[config.mk]
export PLATFORM = sky130hd
export DESIGN_NAME = vdp_vram_arb_flat
export DESIGN_NICKNAME = d
export VERILOG_FILES = /design/src/rtl/vdp_vram_arb_if.sv /design/src/rtl/vdp_vram_arb.sv /design/src/flat_wrapper.sv
export SDC_FILE = /design/constraint.sdc
export NUM_CORES = 1
export LEC_CHECK = 0
export BUFFER_PORTS_ARGS = -buffer_cell sky130_fd_sc_hd__buf_2
export CORE_MARGIN = 1.5
export CORE_UTILIZATION = 50
export DETAILED_ROUTE_END_ITERATION = 6
export PLACE_DENSITY = 0.79
export SLEW_MARGIN = 20
export SYNTH_ARGS = -nofsm -noshare
export SYNTH_HDL_FRONTEND = slang
export SYNTH_SLANG_ARGS = --single-unit
[constraint.sdc]
create_clock -name clk -period 1.8 [get_ports clk]
set_input_delay 0.09 -clock clk [delete_from_list [all_inputs] [get_ports clk]]
set_output_delay 0.09 -clock clk [all_outputs]
set_load 0.02 [all_outputs]
[src/rtl/vdp_vram_arb_if.sv]
// ----------------------------------------------------------------------------
// vdp_vram_arb_if
// Bus bundle for the VDP VRAM arbiter: CPU-side (I/O) request/return,
// renderer fetch request/return, and the registered single-port VRAM port.
//
// Modports:
//   slave  - arbiter view (vdp_vram_arb)
//   master - environment view (I/O stage, renderer and VRAM together)
//
// Signals:
//   screenBusy            renderer in active display, renderer has priority
//   io_req/io_we/io_addr/io_wdata   CPU-side request (io_req is a 1-cycle pulse)
//   io_rdata/io_done/io_ovf         CPU-side return, completion pulse, sticky drop flag
//   rd_req/rd_addr        renderer fetch request (level)
//   rd_gnt                renderer fetch accepted this cycle (combinational)
//   rd_rdata/rd_valid     renderer fetch return
//   mem_addr/mem_wdata/mem_we/mem_re   registered VRAM port
//   mem_rdata             VRAM read data, valid the cycle after mem_re
// ----------------------------------------------------------------------------
interface vdp_vram_arb_if #(
    parameter int ADDR_W = 14
);
    logic              screenBusy;

    logic              io_req;
    logic              io_we;
    logic [ADDR_W-1:0] io_addr;
    logic [7:0]        io_wdata;
    logic [7:0]        io_rdata;
    logic              io_done;
    logic              io_ovf;

    logic              rd_req;
    logic [ADDR_W-1:0] rd_addr;
    logic              rd_gnt;
    logic [7:0]        rd_rdata;
    logic              rd_valid;

    logic [ADDR_W-1:0] mem_addr;
    logic [7:0]        mem_wdata;
    logic              mem_we;
    logic              mem_re;
    logic [7:0]        mem_rdata;

    modport slave (
        input  screenBusy,
        input  io_req, io_we, io_addr, io_wdata,
        output io_rdata, io_done, io_ovf,
        input  rd_req, rd_addr,
        output rd_gnt, rd_rdata, rd_valid,
        output mem_addr, mem_wdata, mem_we, mem_re,
        input  mem_rdata
    );

    modport master (
        output screenBusy,
        output io_req, io_we, io_addr, io_wdata,
        input  io_rdata, io_done, io_ovf,
        output rd_req, rd_addr,
        input  rd_gnt, rd_rdata, rd_valid,
        input  mem_addr, mem_wdata, mem_we, mem_re,
        output mem_rdata
    );
endinterface

[src/rtl/vdp_vram_arb.sv]
// ----------------------------------------------------------------------------
// vdp_vram_arb
// VRAM access arbiter and pipeline between the VDP I/O port logic and the
// display renderer, in front of a single-port VRAM.
//
// - One-entry pending buffer for CPU-side requests (io_req pulses); a request
//   arriving while the buffer is occupied and not draining is dropped and
//   sets the sticky io_ovf flag.
// - Grant each cycle: renderer wins when screenBusy is set or nothing is
//   pending; otherwise the pending I/O access goes.
// - Issue stage registers mem_* one cycle after the grant; return stage
//   delivers rd_valid / io_done two cycles after the grant, tagged by owner.
//
// Ports:
//   clk    clock
//   rst_L  asynchronous active-low reset
//   bus    vdp_vram_arb_if.slave (all request, return and VRAM signals)
//
// Parameters:
//   ADDR_W        VRAM address width
//   STARVE_LIMIT  wait cycles before a pending I/O access is forced through
//                 (only with VDP_ARB_STARVE_GUARD_EN)
//
// Optional feature: define VDP_ARB_STARVE_GUARD_EN to enable the starvation
// guard; the default build has no counter and the renderer can hold off I/O
// indefinitely while screenBusy and rd_req stay high.
// ----------------------------------------------------------------------------
module vdp_vram_arb #(
    parameter int ADDR_W       = 14,
    parameter int STARVE_LIMIT = 32
) (
    input  logic           clk,
    input  logic           rst_L,
    vdp_vram_arb_if.slave  bus
);

    typedef enum logic [1:0] {
        OWN_NONE   = 2'd0,
        OWN_RENDER = 2'd1,
        OWN_IO_RD  = 2'd2,
        OWN_IO_WR  = 2'd3
    } owner_e;

    // Pending buffer
    logic              pend;
    logic              p_we;
    logic [ADDR_W-1:0] p_addr;
    logic [7:0]        p_wdata;
    logic              io_ovf_q;

    // Grant
    logic              render_gnt;
    logic              io_gnt;
    logic              io_capture;
    logic              force_io;

    // Issue stage
    logic [ADDR_W-1:0] mem_addr_q;
    logic [7:0]        mem_wdata_q;
    logic              mem_we_q;
    logic              mem_re_q;
    owner_e            issue_tag;

    // Return stage
    owner_e            ret_tag;
    logic [7:0]        io_rdata_q;
    logic [7:0]        rd_rdata_q;
    logic [7:0]        io_rdata_d;
    logic [7:0]        rd_rdata_d;

`ifdef VDP_ARB_STARVE_GUARD_EN
    localparam int CNT_W = $clog2(STARVE_LIMIT + 1);
    localparam logic [CNT_W-1:0] CNT_MAX = CNT_W'(STARVE_LIMIT);

    logic [CNT_W-1:0] starve_cnt;

    always_ff @(posedge clk or negedge rst_L) begin
        if (!rst_L) begin
            starve_cnt <= '0;
        end else if (!pend || io_gnt) begin
            starve_cnt <= '0;
        end else if (starve_cnt != CNT_MAX) begin
            starve_cnt <= starve_cnt + 1'b1;
        end
    end

    assign force_io = (starve_cnt == CNT_MAX);
`else
    assign force_io = 1'b0;
`endif

    // Grant uses the registered pend, so a request can be granted no earlier
    // than the cycle after its io_req pulse.
    always_comb begin
        render_gnt = bus.rd_req & (bus.screenBusy | ~pend) & ~force_io;
        io_gnt     = pend & ~render_gnt;
        io_capture = bus.io_req & (~pend | io_gnt);
    end

    assign bus.rd_gnt = render_gnt;

    // Pending buffer and overflow flag
    always_ff @(posedge clk or negedge rst_L) begin
        if (!rst_L) begin
            pend     <= 1'b0;
            p_we     <= 1'b0;
            p_addr   <= '0;
            p_wdata  <= '0;
            io_ovf_q <= 1'b0;
        end else begin
            if (io_capture) begin
                pend    <= 1'b1;
                p_we    <= bus.io_we;
                p_addr  <= bus.io_addr;
                p_wdata <= bus.io_wdata;
            end else if (io_gnt) begin
                pend <= 1'b0;
            end

            if (bus.io_req && !io_capture) begin
                io_ovf_q <= 1'b1;
            end
        end
    end

    // Issue stage: mem_addr / mem_wdata hold when nothing is granted.
    always_ff @(posedge clk or negedge rst_L) begin
        if (!rst_L) begin
            mem_addr_q  <= '0;
            mem_wdata_q <= '0;
            mem_we_q    <= 1'b0;
            mem_re_q    <= 1'b0;
            issue_tag   <= OWN_NONE;
        end else begin
            mem_we_q  <= 1'b0;
            mem_re_q  <= 1'b0;
            issue_tag <= OWN_NONE;
            if (render_gnt) begin
                mem_addr_q <= bus.rd_addr;
                mem_re_q   <= 1'b1;
                issue_tag  <= OWN_RENDER;
            end else if (io_gnt) begin
                mem_addr_q <= p_addr;
                if (p_we) begin
                    mem_we_q    <= 1'b1;
                    mem_wdata_q <= p_wdata;
                    issue_tag   <= OWN_IO_WR;
                end else begin
                    mem_re_q  <= 1'b1;
                    issue_tag <= OWN_IO_RD;
                end
            end
        end
    end

    assign bus.mem_addr  = mem_addr_q;
    assign bus.mem_wdata = mem_wdata_q;
    assign bus.mem_we    = mem_we_q;
    assign bus.mem_re    = mem_re_q;

    // Return stage. mem_rdata is already valid in the return cycle, so the
    // data outputs pass it straight through while the tag selects them and
    // otherwise show the held copy; this keeps the two-cycle grant-to-return
    // latency without an extra register stage.
    always_comb begin
        io_rdata_d = io_rdata_q;
        rd_rdata_d = rd_rdata_q;
        if (ret_tag == OWN_IO_RD) begin
            io_rdata_d = bus.mem_rdata;
        end
        if (ret_tag == OWN_RENDER) begin
            rd_rdata_d = bus.mem_rdata;
        end
    end

    always_ff @(posedge clk or negedge rst_L) begin
        if (!rst_L) begin
            ret_tag    <= OWN_NONE;
            io_rdata_q <= '0;
            rd_rdata_q <= '0;
        end else begin
            ret_tag    <= issue_tag;
            io_rdata_q <= io_rdata_d;
            rd_rdata_q <= rd_rdata_d;
        end
    end

    assign bus.rd_valid = (ret_tag == OWN_RENDER);
    assign bus.io_done  = (ret_tag == OWN_IO_RD) || (ret_tag == OWN_IO_WR);
    assign bus.io_rdata = io_rdata_d;
    assign bus.rd_rdata = rd_rdata_d;
    assign bus.io_ovf   = io_ovf_q;

endmodule
[src/flat_wrapper.sv]
// flat-port wrapper written by rule: the top's interface ports become plain ports
module vdp_vram_arb_flat 
#(
    parameter int ADDR_W       = 14,
    parameter int STARVE_LIMIT = 32
)
  (clk, rst_L, bus_screenBusy, bus_io_req, bus_io_we, bus_io_addr, bus_io_wdata, bus_io_rdata, bus_io_done, bus_io_ovf, bus_rd_req, bus_rd_addr, bus_rd_gnt, bus_rd_rdata, bus_rd_valid, bus_mem_addr, bus_mem_wdata, bus_mem_we, bus_mem_re, bus_mem_rdata);
  vdp_vram_arb_if #(.ADDR_W(ADDR_W)) bus_i ();
  input  logic clk;
  input  logic rst_L;
  input wire logic [$bits(bus_i.screenBusy)-1:0] bus_screenBusy;
  input wire logic [$bits(bus_i.io_req)-1:0] bus_io_req;
  input wire logic [$bits(bus_i.io_we)-1:0] bus_io_we;
  input wire logic [$bits(bus_i.io_addr)-1:0] bus_io_addr;
  input wire logic [$bits(bus_i.io_wdata)-1:0] bus_io_wdata;
  output wire logic [$bits(bus_i.io_rdata)-1:0] bus_io_rdata;
  output wire logic [$bits(bus_i.io_done)-1:0] bus_io_done;
  output wire logic [$bits(bus_i.io_ovf)-1:0] bus_io_ovf;
  input wire logic [$bits(bus_i.rd_req)-1:0] bus_rd_req;
  input wire logic [$bits(bus_i.rd_addr)-1:0] bus_rd_addr;
  output wire logic [$bits(bus_i.rd_gnt)-1:0] bus_rd_gnt;
  output wire logic [$bits(bus_i.rd_rdata)-1:0] bus_rd_rdata;
  output wire logic [$bits(bus_i.rd_valid)-1:0] bus_rd_valid;
  output wire logic [$bits(bus_i.mem_addr)-1:0] bus_mem_addr;
  output wire logic [$bits(bus_i.mem_wdata)-1:0] bus_mem_wdata;
  output wire logic [$bits(bus_i.mem_we)-1:0] bus_mem_we;
  output wire logic [$bits(bus_i.mem_re)-1:0] bus_mem_re;
  input wire logic [$bits(bus_i.mem_rdata)-1:0] bus_mem_rdata;
  assign bus_i.screenBusy = bus_screenBusy;
  assign bus_i.io_req = bus_io_req;
  assign bus_i.io_we = bus_io_we;
  assign bus_i.io_addr = bus_io_addr;
  assign bus_i.io_wdata = bus_io_wdata;
  assign bus_io_rdata = bus_i.io_rdata;
  assign bus_io_done = bus_i.io_done;
  assign bus_io_ovf = bus_i.io_ovf;
  assign bus_i.rd_req = bus_rd_req;
  assign bus_i.rd_addr = bus_rd_addr;
  assign bus_rd_gnt = bus_i.rd_gnt;
  assign bus_rd_rdata = bus_i.rd_rdata;
  assign bus_rd_valid = bus_i.rd_valid;
  assign bus_mem_addr = bus_i.mem_addr;
  assign bus_mem_wdata = bus_i.mem_wdata;
  assign bus_mem_we = bus_i.mem_we;
  assign bus_mem_re = bus_i.mem_re;
  assign bus_i.mem_rdata = bus_mem_rdata;
  vdp_vram_arb #(.ADDR_W(ADDR_W), .STARVE_LIMIT(STARVE_LIMIT)) u_core (.clk(clk), .rst_L(rst_L), .bus(bus_i));
endmodule
# After elaboration in Yosys (flattened, before gate mapping)
# Index checks and enable logic that the tools add are counted.
classes:
  eq_ne: 3
  mux: 15
  n_bitwise: 7
  reduce_logical: 6
op_table:
  columns: ["cell", "count"]
  rows:
  - ["2-to-1 mux 14 bit", 2]
  - ["2-to-1 mux 8 bit", 2]
  - ["2-to-1 mux 1 bit", 9]
  - ["== test 2 bit (second input constant)", 2]
  - ["2-to-1 mux 2 bit", 2]
  - ["nonzero test 2 bit", 2]
  - ["bitwise AND 1 bit", 3]
  - ["AND reduction 3 bit", 1]
  - ["== test 2 x 1 -> 1 bit (second input constant)", 1]
  - ["inverter 1 bit", 2]
  - ["bitwise OR 1 bit", 2]
  - ["logical AND 1 bit", 1]
  - ["logical NOT 1 bit", 1]
  - ["logical OR 1 bit", 1]
word_totals:
  ff_bits: 69
  in_bits: 50
  wordCells: 44

# Longest topological paths before layout
# Gate-level depths: netlist (run 1).
logic_depth:
  ltp_word: 9
  ltp_mapped: 5
  depth_no_buf: 3

# Worst setup path after synthesis (run 1)
# OpenSTA, ideal clock, no wires.
synth_timing:
  path_kind: "register to register"
  start: "reg u_core.ret_tag[1]"
  end: "reg u_core.rd_rdata_q[0]"
  arrival_ns: 1.130
  t_required_ns: 1.652
  setup_slack_ns: 0.522
  stages_incl_launch_ff: 4
  synth_period_minus_slack_ns: 1.278
  cell_sequence: "dfrtp_1 -> nor2b_1 -> buf_2 -> mux2_2"
synth_via:
  elab_chain_cells: 2
synth_lines:
  columns: ["element", "line", "source"]
  rows:
  - ["start: declaration", "vdp_vram_arb.sv:65", "owner_e ret_tag;"]
  - ["start signal: assignment", "vdp_vram_arb.sv:182", "ret_tag <= issue_tag;"]
  - ["== test 2 x 1 -> 1 bit", null, null]
  - ["named net bus_rd_valid", "flat_wrapper.sv:23", "output wire logic [$bits(bus_i.rd_valid)-1:0] bus_rd_valid;"]
  - ["2-to-1 mux 8 bit", "vdp_vram_arb.sv:171", "if (ret_tag == OWN_RENDER) begin"]
  - ["named net bus_rd_rdata[0]", "flat_wrapper.sv:22", "output wire logic [$bits(bus_i.rd_rdata)-1:0] bus_rd_rdata;"]
  - ["end signal: assignment", "vdp_vram_arb.sv:184", "rd_rdata_q <= rd_rdata_d;"]
  - ["end: declaration", "vdp_vram_arb.sv:67", "logic [7:0] rd_rdata_q;"]
# The timed path passes the listed nets, and every way through them passes these cells.
# A chain may end at the register's enable or synchronous reset.

# Final worst setup path (run 1)
layout_timing:
  start: "reg u_core.ret_tag[1]"
  end: "out bus_rd_rdata[2]"
layout_via:
  elab_chain_cells: 2
layout_lines:
  columns: ["element", "line"]
  rows:
  - ["== test 2 x 1 -> 1 bit", "vdp_vram_arb.sv:171"]
  - ["2-to-1 mux 8 bit", "vdp_vram_arb.sv:171"]
  - ["end: declaration", "flat_wrapper.sv:22"]
# No other way between the ends.

==> qor.txt, run 1 <==
Vias per std cell -> 5.110
TritonCTS buffer count -> 9
Die Area -> 6337 sq um
# nets final -> 372
Cells on Worst Hold Path -> 3
Antenna Nets Post-Route -> 0
Most frequent cells in the layout -> buf_2 (93), dfrtp_1 (69), mux2_2 (43), dlygate4sd3_1 (25)
Distinct cells, synth -> 20
Status -> finished, final reports clean
Count of final setup violators -> 0
Share of the synthesized area in the top cell type -> 0.5885
DRT Pass-1 Iters -> 4
Row cnt -> 27
Via count -> 2039
Final non-filler cell area -> 3894 sq um
Slew @ Worst Pin -> 0.5202 ns
Initial antenna violation count -> 0
Min cycle time layout -> 1.655 ns
Area taken by multi-input logic gates -> 1020 sq um
Most common library cell in the layout ignoring fill and taps -> buf_2
WP buf/inv -> 2
Synthesis Warnings -> 0
Dominant cell type by area after synthesis -> dfrtp_1
CTS tree -> done
Crit path max-delay cell type -> dfrtp_1
R2R Setup Slk -> 0.38 ns
Die W -> 79.61 um
MaxCap Viol Count -> 0
Clock Latency Late Sink -> 0.33 ns
HP Class -> primary input to register
RSZ-0062 raised after global routing -> no
Vias in the first global route -> 2115
CP max stage delay -> 0.40 ns
Pwr dens -> 1141 nW/um^2
Clock slew at reported path FFs -> 0.07 ns
Cell count of the worst reg-to-reg path -> 3
Layout area overhead -> 32.71%
Worst setup startpoint -> u_core.ret_tag[1]
DR WL/cell -> 15.39 um
Synth Net Count -> 253
Filler cells -> 406
Period utilization -> 0.9192
GRT overflow -> 0
R2r endpoint -> u_core.bus.mem_wdata[3]
Relative slew margins -> 0.6532
Endpoint, Worst Hold -> u_core.bus.mem_addr[3]
Largest cells by area after synthesis -> dfrtp_1 (59%), mux2_2 (17%), mux2_4 (9.2%)
WL final -> 6140 um
IO Pins -> 94
H-tree Lvls -> 3
Syn_area_per_cell -> 14.45 sq um
Reg area -> 1727 sq um
1st-iter DRT viols -> 131
Cell family with most CP delay -> flip-flops
Final hold vios -> 0
Port bufs -> 93
Post-CTS setup buffer count -> 0
Post-DP Area -> 3417 sq um
Worst-path maximum fanout -> 9
Arrival time at the worst endpoint -> 1.56 ns
RePlAce Congestion -> 0.7894
Hold path start -> bus_rd_addr[3]
Critical Path Start Type -> register
Met3 GRT Util -> 0.05943
Drc violations -> 0
Lkg Pwr -> 0.001914 uW
Worst path required time -> 1.71 ns
Peak supply drop -> 0.5820 mV
Die height -> 79.61 um
Hpwl dp -> 3885 um
Setup TNS -> 0 ns
Starting Density -> 0.5264
Clock skew -> 0.004963 ns
Pins Over Slew Limit -> 0
Synthesis-stage register bit count -> 69
CP Capture Type -> output port
Diode count -> 0
GR Util met1 -> 0.2536
Worst path cell trace -> nor2b_1 -> buf_4 -> mux2_2 -> buf_2
Cells after Synth -> 203
Max Root-Sink Buffers -> 2
Clock tree root driver cell -> clkbuf_8
Core box area -> 5574 sq um
Setup CP Type -> register to output port
Launching point of the worst reg2reg path -> u_core.pend
First-pass GRT wire length -> 9887 um
Layout cells sized above 1 -> 0.5505
Clock tree sinks -> 69
Mapped Area -> 2934 sq um
Fmax achieved -> 604.4 MHz
Largest net degree at the start of global routing -> 70
Gr usage total -> 0.2059
Met2 Use GR -> 0.3339
Layer with the highest usage -> met2
Register area share after synthesis -> 0.5885
## worst max-delay path by stage
stage / cells past startpoint / slack [ns] / to
5_1_grt: 4 / 0.04 / bus_rd_rdata[1]
2_1_floorplan: 3 / 0.52 / u_core.rd_rdata_q[0]
3_3_place_gp: 3 / 0.44 / u_core.bus.mem_wdata[1]
4_1_cts: 3 / 0.02 / bus_io_rdata[1]
6_report: 4 / 0.15 / bus_rd_rdata[2]
3_5_place_dp: 3 / 0.39 / u_core.p_addr[2]
## power breakdown
part           total [uW]  internal, uW  switching [uW]
combinational        1110           529             581
sequential           1940          1820             125
clock                1390           815             575
## logic make-up after synthesis
| logic type | count (synthesis) | synth area share |
|---|---|---|
| buffers and inverters | 33 | 0.06482 |
| AND/OR/NAND/NOR | 7 | 0.01706 |
| AO/OA/AOI/OAI | 33 | 0.07249 |
| multiplexers | 61 | 0.2571 |
| flip-flops | 69 | 0.5885 |
## layout make-up
cell class | instances | share of cell area
sequential | 69 | 0.4434
multi-input combinational | 101 | 0.2619
timing repair buffer | 123 | 0.1967
clock buffer | 10 | 0.03535
tap | 72 | 0.02314
clock inverter | 6 | 0.02217
inverter | 18 | 0.01735
## repair_timing
item | CTS | global route
setup endpoints to repair | 0 | 8
gates resized for setup | 0 | 1
endpoints found under the hold margin | 93 | 0
hold buffers | 25 | 0
## registers in the layout, summed over array words and instances, names as in the netlist
signal	count
u_core.ret_tag	2
u_core.io_rdata_q	8
u_core.pend	1
u_core.bus.mem_wdata	8
u_core.p_we	1
u_core.bus.mem_re	1
u_core.p_addr	14
u_core.bus.io_ovf	1
u_core.issue_tag	2
u_core.bus.mem_addr	14
u_core.bus.mem_we	1
u_core.p_wdata	8
u_core.rd_rdata_q	8
## synth_stat cells, drive strengths merged
cell and instances:
o22ai 14, o21ai 2, clkbuf 4, nand3 1
mux2 61, a41o 1, a21bo 1, inv 18
nand2 3, a21o 1, buf 11, nand2b 2
a31oi 14, dfrtp 69, nor2b 1
## worst reg2reg max path: cells and delay by family (launching register included)
| family | cells | cell delay [ns] |
|---|---|---|
| compound gates | 1 | 0.42 |
| mux | 1 | 0.35 |
| simple gates | 1 | 0.10 |
| flops | 1 | 0.45 |
## per-layer routing
metal / up-vias / part of all wire
li1: 951 / -
met1: 1009 / 0.44
met2: 65 / 0.49
met3: 14 / 0.059
met4: 0 / 0.018
met5: - / 0
## per-stage QoR
| stage | cells | setup slack [ns] | hold WS, ns | util | power (uW) |
|---|---|---|---|---|---|
| after CTS | 399 | 0.01600 | 0.002107 | 0.6981 | 4479 |
| after detailed placement | 358 | 0.3858 | 0.1396 | 0.6130 | 3041 |
| after global placement | 358 | 0.4366 | 0.1386 | 0.6130 | 3000 |
| after floorplan | 203 | 0.5222 | -0.2056 | - | 2680 |
| final | 399 | 0.1454 | 0.01702 | 0.6985 | 4443 |
| after global routing | 399 | 0.03895 | 0.009113 | 0.6985 | 4657 |
Power figures use the tool's default switching activity.
==> run 2: changes to the inputs <==
--- a/config.mk
+++ b/config.mk
@@ -10,6 +10,7 @@
 export CORE_UTILIZATION = 50
 export DETAILED_ROUTE_END_ITERATION = 6
 export PLACE_DENSITY = 0.79
+export RECOVER_POWER = 50
 export SLEW_MARGIN = 20
 export SYNTH_ARGS = -nofsm -noshare
 export SYNTH_HDL_FRONTEND = slang
==> run 2 against run 1 <==
Effect of this change:
- final area down 1.1%
- total power decreased by 0.54%
- sequential share of layout area rose by 0.50 points
- critical endpoint unchanged
==> qor.txt, run 2 (synthesized netlist as in run 1, its figures left out) <==
Status -> finished, final reports clean
Vias in the first global route -> 2115
Max Root-Sink Buffers -> 2
Count of final setup violators -> 0
Setup CP Type -> register to output port
Most common library cell in the layout ignoring fill and taps -> buf_2
Worst-path maximum fanout -> 9
Die Area -> 6337 sq um
Port bufs -> 93
WL final -> 6124 um
TritonCTS buffer count -> 9
Core box area -> 5574 sq um
Die W -> 79.61 um
# nets final -> 372
HP Class -> primary input to register
Slew @ Worst Pin -> 0.9289 ns
Peak supply drop -> 0.5748 mV
Diode count -> 0
Clock slew at reported path FFs -> 0.07 ns
GRT overflow -> 0
Fmax achieved -> 604.5 MHz
Filler cells -> 422
Clock tree sinks -> 69
Post-CTS setup buffer count -> 0
DRT Pass-1 Iters -> 4
Relative slew margins -> 0.3808
Row cnt -> 27
RSZ-0062 raised after global routing -> no
Arrival time at the worst endpoint -> 1.56 ns
Post-Place Cells -> 358
Pwr dens -> 1148 nW/um^2
Die height -> 79.61 um
CTS tree -> done
Clock tree root driver cell -> clkbuf_8
Final non-filler cell area -> 3850 sq um
Layout cells sized above 1 -> 0.4893
Period utilization -> 0.9190
Clock skew -> 0.005580 ns
Min cycle time layout -> 1.654 ns
Initial antenna violation count -> 0
Vias per std cell -> 5.110
CP Capture Type -> output port
IO Pins -> 94
WHS -> 0.01795 ns
First-pass GRT wire length -> 9887 um
Final hold vios -> 0
Setup TNS -> 0 ns
Antenna Nets Post-Route -> 0
DR WL/cell -> 15.35 um
Lkg Pwr -> 0.001857 uW
Area taken by multi-input logic gates -> 1015 sq um
RePlAce Congestion -> 0.7894
Hpwl dp -> 3885 um
Largest net degree at the start of global routing -> 70
1st-iter DRT viols -> 110
Total power -> 4419 uW
Layout area overhead -> 31.22%
Clock Latency Late Sink -> 0.33 ns
Reg area -> 1727 sq um
Gr usage total -> 0.2059
MaxCap Viol Count -> 0
Most frequent cells in the layout -> buf_2 (75), dfrtp_1 (69), mux2_2 (43), dlygate4sd3_1 (25), clkbuf_1 (19)
Via count -> 2039
H-tree Lvls -> 3
Critical Path Start Type -> register
Post-DP Area -> 3417 sq um
Worst path required time -> 1.71 ns
Drc violations -> 0
Non-Filler Instances -> 399
Pins Over Slew Limit -> 0
R2R Setup Slk -> 0.33 ns
Starting Density -> 0.5264
[run 2: worst max-delay path, cell delays in order, from the launching register on]
cell and delay, ns:
dfrtp_1 0.40, nor2b_1 0.12, buf_4 0.19, mux2_2 0.36, buf_2 0.16
[run 2: repair_timing]
action | in CTS | in global routing
gates resized for setup | 0 | 1
hold endpoints to repair | 93 | 0
setup endpoints to repair | 0 | 8
hold buffers | 25 | 0
[run 2: worst paths after layout]
path                                           from                      to  cells after the start
max in group asynchronous                     rst_L        u_core.p_addr[6]                      3
min in group asynchronous                     rst_L       u_core.bus.io_ovf                      3
worst max register to register          u_core.pend       u_core.p_wdata[5]                      3
worst min-delay path                 bus_rd_addr[3]  u_core.bus.mem_addr[3]                      3
worst min register to register  u_core.issue_tag[0]       u_core.ret_tag[0]                      0
worst max-delay path              u_core.ret_tag[1]         bus_rd_rdata[2]                      4
[run 2: report_power, final]
group	internal, uW	total [uW]	switching, uW	leakage (uW)
logic	505	1090	581	0.000943
clock network	815	1390	574	0.000112
registers	1820	1940	127	0.000802
total	3140	4420	1280	0.00186
[run 2: cell type report]
class / instances / share of cell area
clock inverter: 6 / 0.02242
timing repair buffer: 123 / 0.1888
inverter: 18 / 0.01755
multi-input combinational: 101 / 0.2636
clock buffer: 10 / 0.03575
tap: 72 / 0.02340
sequential: 69 / 0.4485
[run 2: per-stage QoR]
stage | setup WS (ns) | util
after floorplan | 0.5222 | -
after global placement | 0.4366 | 0.6130
after detailed placement | 0.3858 | 0.6130
after CTS | 0.01600 | 0.6981
after global routing | 0.03895 | 0.6907
final | 0.1458 | 0.6907
[run 2: metal layers]
| layer | vias to the layer above | track usage | routed length, um | share of wire |
|---|---|---|---|---|
| met5 | - | 0 | 0 | 0 |
| met4 | 0 | 0.09474 | 112 | 0.018 |
| met3 | 14 | 0.05943 | 362 | 0.059 |
| met2 | 65 | 0.3339 | 2957 | 0.48 |
| met1 | 1009 | 0.2536 | 2692 | 0.44 |
| li1 | 951 | - | - | - |
